## src/rtl/game_overlord.sv

```systemverilog
//------------------------------------------------------------------------------
// game_overlord: game-state sequencer (START/AIM/SHOOT/END), end-of-game timer,
// sprite strobes and a free-running 16-bit Galois LFSR random bit.
// Optional: define GAME_OVERLORD_SCORE_EN to add a saturating win counter.
// Revision: 1.0
//------------------------------------------------------------------------------
`default_nettype none

module game_overlord #(
    parameter int unsigned TIMER_FRAMES = 128,
    parameter logic [15:0] LFSR_SEED    = 16'hACE1
) (
    input  logic       clk,
    input  logic       reset,
    input  logic       key,
    input  logic       frame_tick,
    input  logic       collision,
    input  logic       sprite_target_out_of_screen,
    input  logic       sprite_torpedo_out_of_screen,
    output logic       sprite_target_write_xy,
    output logic       sprite_torpedo_write_xy,
    output logic       sprite_torpedo_write_dxy,
    output logic       sprite_target_enable_update,
    output logic       sprite_torpedo_enable_update,
    output logic       game_won,
    output logic       end_of_game_timer_running,
    output logic       random
`ifdef GAME_OVERLORD_SCORE_EN
    ,
    output logic [7:0] score
`endif
);

    typedef enum logic [1:0] {
        ST_START = 2'd0,
        ST_AIM   = 2'd1,
        ST_SHOOT = 2'd2,
        ST_END   = 2'd3
    } state_t;

    localparam logic [15:0] TIMER_LOAD = 16'(TIMER_FRAMES);
    localparam logic [15:0] LFSR_MASK  = 16'hB400;

    state_t      state_q, state_d;
    logic [15:0] timer_q, timer_d;
    logic [15:0] lfsr_q, lfsr_d;
    logic        key_q;
    logic        tgt_wxy_q, tgt_wxy_d;
    logic        trp_wxy_q, trp_wxy_d;
    logic        trp_wdxy_q, trp_wdxy_d;
    logic        tgt_en_q, tgt_en_d;
    logic        trp_en_q, trp_en_d;
    logic        won_q, won_d;
    logic        run_q, run_d;
    logic        random_q, random_d;
    logic        key_rise;
    logic        enter_end;
`ifdef GAME_OVERLORD_SCORE_EN
    logic [7:0]  score_q, score_d;
`endif

    assign key_rise = key & ~key_q;

    always_comb begin
        state_d    = state_q;
        timer_d    = timer_q;
        tgt_wxy_d  = 1'b0;
        trp_wxy_d  = 1'b0;
        trp_wdxy_d = 1'b0;
        tgt_en_d   = tgt_en_q;
        trp_en_d   = trp_en_q;
        won_d      = won_q;
        run_d      = run_q;
        enter_end  = 1'b0;
`ifdef GAME_OVERLORD_SCORE_EN
        score_d    = score_q;
`endif
        // Shifts every cycle regardless of game state; a nonzero seed never reaches zero.
        lfsr_d   = {1'b0, lfsr_q[15:1]} ^ (lfsr_q[0] ? LFSR_MASK : 16'h0000);
        random_d = lfsr_d[0];

        case (state_q)
            ST_START: begin
                tgt_wxy_d = 1'b1;
                trp_wxy_d = 1'b1;
                won_d     = 1'b0;
                tgt_en_d  = 1'b1;
                trp_en_d  = 1'b0;
                run_d     = 1'b0;
                state_d   = ST_AIM;
            end
            ST_AIM: begin
                if (sprite_target_out_of_screen) begin
                    won_d     = 1'b0;
                    enter_end = 1'b1;
                end else if (key_rise) begin
                    trp_wdxy_d = 1'b1;
                    tgt_en_d   = 1'b1;
                    trp_en_d   = 1'b1;
                    state_d    = ST_SHOOT;
                end
            end
            ST_SHOOT: begin
                if (collision) begin
                    won_d     = 1'b1;
                    enter_end = 1'b1;
`ifdef GAME_OVERLORD_SCORE_EN
                    if (score_q != 8'hFF) begin
                        score_d = score_q + 8'd1;
                    end
`endif
                end else if (sprite_target_out_of_screen || sprite_torpedo_out_of_screen) begin
                    won_d     = 1'b0;
                    enter_end = 1'b1;
                end
            end
            default: begin
                if (frame_tick) begin
                    if (timer_q <= 16'd1) begin
                        timer_d = 16'd0;
                        run_d   = 1'b0;
                        won_d   = 1'b0;
                        state_d = ST_START;
                    end else begin
                        timer_d = timer_q - 16'd1;
                    end
                end
            end
        endcase

        if (enter_end) begin
            state_d  = ST_END;
            tgt_en_d = 1'b0;
            trp_en_d = 1'b0;
            run_d    = 1'b1;
            timer_d  = TIMER_LOAD;
        end
    end

    always_ff @(posedge clk or posedge reset) begin
        if (reset) begin
            state_q    <= ST_START;
            timer_q    <= 16'd0;
            lfsr_q     <= LFSR_SEED;
            key_q      <= 1'b0;
            tgt_wxy_q  <= 1'b0;
            trp_wxy_q  <= 1'b0;
            trp_wdxy_q <= 1'b0;
            tgt_en_q   <= 1'b0;
            trp_en_q   <= 1'b0;
            won_q      <= 1'b0;
            run_q      <= 1'b0;
            random_q   <= 1'b0;
`ifdef GAME_OVERLORD_SCORE_EN
            score_q    <= 8'd0;
`endif
        end else begin
            state_q    <= state_d;
            timer_q    <= timer_d;
            lfsr_q     <= lfsr_d;
            key_q      <= key;
            tgt_wxy_q  <= tgt_wxy_d;
            trp_wxy_q  <= trp_wxy_d;
            trp_wdxy_q <= trp_wdxy_d;
            tgt_en_q   <= tgt_en_d;
            trp_en_q   <= trp_en_d;
            won_q      <= won_d;
            run_q      <= run_d;
            random_q   <= random_d;
`ifdef GAME_OVERLORD_SCORE_EN
            score_q    <= score_d;
`endif
        end
    end

    assign sprite_target_write_xy       = tgt_wxy_q;
    assign sprite_torpedo_write_xy      = trp_wxy_q;
    assign sprite_torpedo_write_dxy     = trp_wdxy_q;
    assign sprite_target_enable_update  = tgt_en_q;
    assign sprite_torpedo_enable_update = trp_en_q;
    assign game_won                     = won_q;
    assign end_of_game_timer_running    = run_q;
    assign random                       = random_q;
`ifdef GAME_OVERLORD_SCORE_EN
    assign score                        = score_q;
`endif

endmodule

`default_nettype wire

```

## config.mk

```make
export PLATFORM = sky130hd
export DESIGN_NAME = game_overlord
export DESIGN_NICKNAME = d
export VERILOG_FILES = /design/src/rtl/game_overlord.sv
export SDC_FILE = /design/constraint.sdc
export NUM_CORES = 1
export LEC_CHECK = 0
export CAP_MARGIN = 20
export CORE_AREA = 4 4 88 69
export CTS_BUF_LIST = sky130_fd_sc_hd__clkbuf_2
export DETAILED_ROUTE_END_ITERATION = 8
export DIE_AREA = 0 0 92 73
export SYNTH_ARGS = -nofsm -noshare
export SYNTH_HDL_FRONTEND = slang
export SYNTH_SLANG_ARGS = --single-unit
export TNS_END_PERCENT = 30
```

## constraint.sdc

```tcl
create_clock -name clk -period 2.6 [get_ports clk]
set_input_delay 0.52 -clock clk [delete_from_list [all_inputs] [get_ports clk]]
set_output_delay 0.52 -clock clk [all_outputs]
set_load 0.005 [all_outputs]
```

==> out/metrics.cfg <==
[place]
dpl_cell_area_um2 = 2140
dp.cells = 262
io_buffers = 14
hpwl_um = 2786
pre_cts_ws_ns = 0.3547
gp_congestion = 0.8268

[final_layout]
stdcell_count = 270
num-nets-final = 208
design_area_um2 = 2207
syn2layout_area_growth_pct = 16.44
top_regs = lfsr_q: 16 flops, timer_q: 16 flops, state_q: 2 flops
drive_above_1_share = 0.1179
diodes = 0
final_core_util = 0.4214

[clock_tree]
clk_latency_ns = 0.39
cts_resized = 0
htreeDepth = 2
root_buffer = clkbuf_2
clkTransAtPathRegs_ns = 0.20
numCtsBuffers = 5
cts_buffer_depth = 2
cts_sinks = 42
tritoncts = built
hold_buffers = 0
cts_setup_buffers = 0

[timing]
finalClockSkew_ns = 0.006413
timing_hold_violations_final = 0
fin_ws_ns = 0.6032
maxSlewViolCount = 0
maxSlewHeadroom = 0.6091
fin_crit_sh = 0.7680
fin_tns_setup_ns = 0
fin_crit_ns = 1.997
tightest_slew_ns = 0.5857
setup_viol = 0
rsz0062_at_grt = no
max_clock_freq_mhz = 500.8

[setup_path]
path_buf_inv = 1
critical_path.max_fanout = 7
max_stage_delay_ns = 0.48
worst_ep_required_time_ns = 2.95
crit_path_start_kind = flop
worstSetupPathType = reg -> reg
worstSetupEndpointType = flop
reg2reg_depth = 7
cp_top_family = simple AND/OR/NAND/NOR gates
crit_arrival_ns = 2.34
worstSetupPathDepth = 7
cpMostUsedCell = o21ai_1
crit_slowest_cell = or4_1
cp_cell_sequence = inv_1 > ha_1 > o21a_1 > o21ai_1 > o21ai_1 > or4_1 > nand3_1

[logic_synthesis]
synth-main-ff-cell = dfrtp_1
yosys.area.top_type = dfrtp_1
synth_top_area_frac = 0.4488
synth-edff-count = 0
synth_cell_types = 38
synth_fp_nets = 188
netlist_top_cells_area = dfrtp_1 45%, dfstp_2 11%, ha_1 4.6%
avgSynthCellArea_um2 = 10.89
async_flop_share = 1.000
synth-seq-cells = 42
synth_area_um2 = 1896
yosysWarnings = 0
synth_common_cells = 34 x dfrtp_1, 12 x nand2_1, 10 x o21ai_0
netlist_instances = 174
synth.most_common_cell = dfrtp_1
ys_seq_area_frac = 0.5597

[run]
cap_violations = 0

[pwr]
irDropWorstVdd_mv = 0.4874
p_int_mw = 1.356
power_per_cell_area_nw_per_um2 = 1018
clock_power_share = 0.166
combPwrFrac = 0.426
switchingPower_mw = 0.8912
swShare = 0.3966
power.leakage_nw = 0.9381
pwr-share-seq = 0.409

[run_status]
status = finished, final reports clean

[global_routing]
antenna_found_initial = 0
grt_pass1_wl_um = 6423
grt_pass1_vias = 1268
overflow = 0
grt_max_degree = 18
grt_usage = 0.1222

[floorplan]
die_y_um = 73
coreArea_um2 = 5238
initial_utilization = 0.3619
die_w_um = 92
die_area_um2 = 6716
rows = 23
io_pins = 15

[detailed_routing]
viasPerCell = 5.041
drt_iter0_markers = 133
drc = 0
wl_per_cell_um = 14.14
dr.pass1.iters = 4
routed_wirelength_um = 3819
vias = 1361
ant_nets = 0

[worst_hold_path]
holdPathStages = 0
hold_class = reg -> reg

logic make-up (layout without fill, tap and decap cells):
logic type	after synthesis	after routing	synth area share
XOR/XNOR	3	3	0.01386
adder cells (fa/ha/maj)	7	7	0.04620
flip-flops	42	42	0.5597
AND/OR/NAND/NOR	57	57	0.1749
AO/OA/AOI/OAI	49	49	0.1677
multiplexers	1	1	0.005281
buffers and inverters	15	36	0.03234
power groups by stage:
stage / clock, mW / sequential [mW] / combinational [mW]
6_report: 0.373 / 0.918 / 0.956
5_1_grt: 0.412 / 0.940 / 1.09
4_1_cts: 0.387 / 0.915 / 0.957
3_5_place_dp: 0 / 0.926 / 0.954
3_3_place_gp: 0 / 0.928 / 0.961
2_1_floorplan: 0 / 0.893 / 0.673
final timing paths:
check	from	endpoint	slack, ns
max	state_q[0]	timer_q[9]	0.60
min	lfsr_q[7]	lfsr_q[6]	0.37
max reg2reg	state_q[0]	timer_q[9]	0.60
min reg2reg	lfsr_q[7]	lfsr_q[6]	0.37
max in group asynchronous	reset	lfsr_q[15]	1.45
min in group asynchronous	reset	game_won	0.46
cells in the final DEF, fill, tap and decap left out, types with 3 or more instances in the layout:
cell / synthesis / routed
dfrtp_1: 34 / 34
nand2b_1: 3 / 3
inv_1: 9 / 9
o41ai_1: 3 / 3
o21ai_0: 10 / 10
o21a_1: 4 / 4
nor2_1: 7 / 7
a21oi_1: 8 / 8
buf_4: 1 / 5
clkbuf_2: 1 / 6
or3_1: 6 / 6
or4_1: 6 / 6
clkdlybuf4s50_1: 0 / 14
nand2_1: 12 / 12
dfstp_2: 8 / 8
ha_1: 7 / 7
xor2_1: 3 / 3
nand3_1: 7 / 7
o211ai_1: 6 / 6
o21ai_1: 6 / 6
nor3_1: 6 / 6
layer usage:
layer | vias to the layer above | GRT usage | share of wire
met2 | 33 | 0.1537 | 0.36
met5 | - | 0 | 0
met4 | 0 | 0.02965 | 0.0097
li1 | 676 | - | -
met1 | 647 | 0.1990 | 0.56
met3 | 5 | 0.03505 | 0.068
through the flow:
step | power, mW | hold slack (ns)
CTS | 2.259 | 0.3757
finish | 2.247 | 0.3723
floorplan | 1.565 | 0.3312
detailed placement | 1.880 | 0.3347
global placement | 1.889 | 0.3382
global route | 2.438 | 0.3758
area by class of cell:
class	count	area, µm²
Sequential cell	42	1061
Timing Repair Buffer	19	177.7
Multi-Input combinational cell	117	773.2
Inverter	9	33.78
Tap cell	75	93.84
Fill cell	529	3030
Clock inverter	2	37.54
Clock buffer	6	30.03
Power figures use the tool's default switching activity.
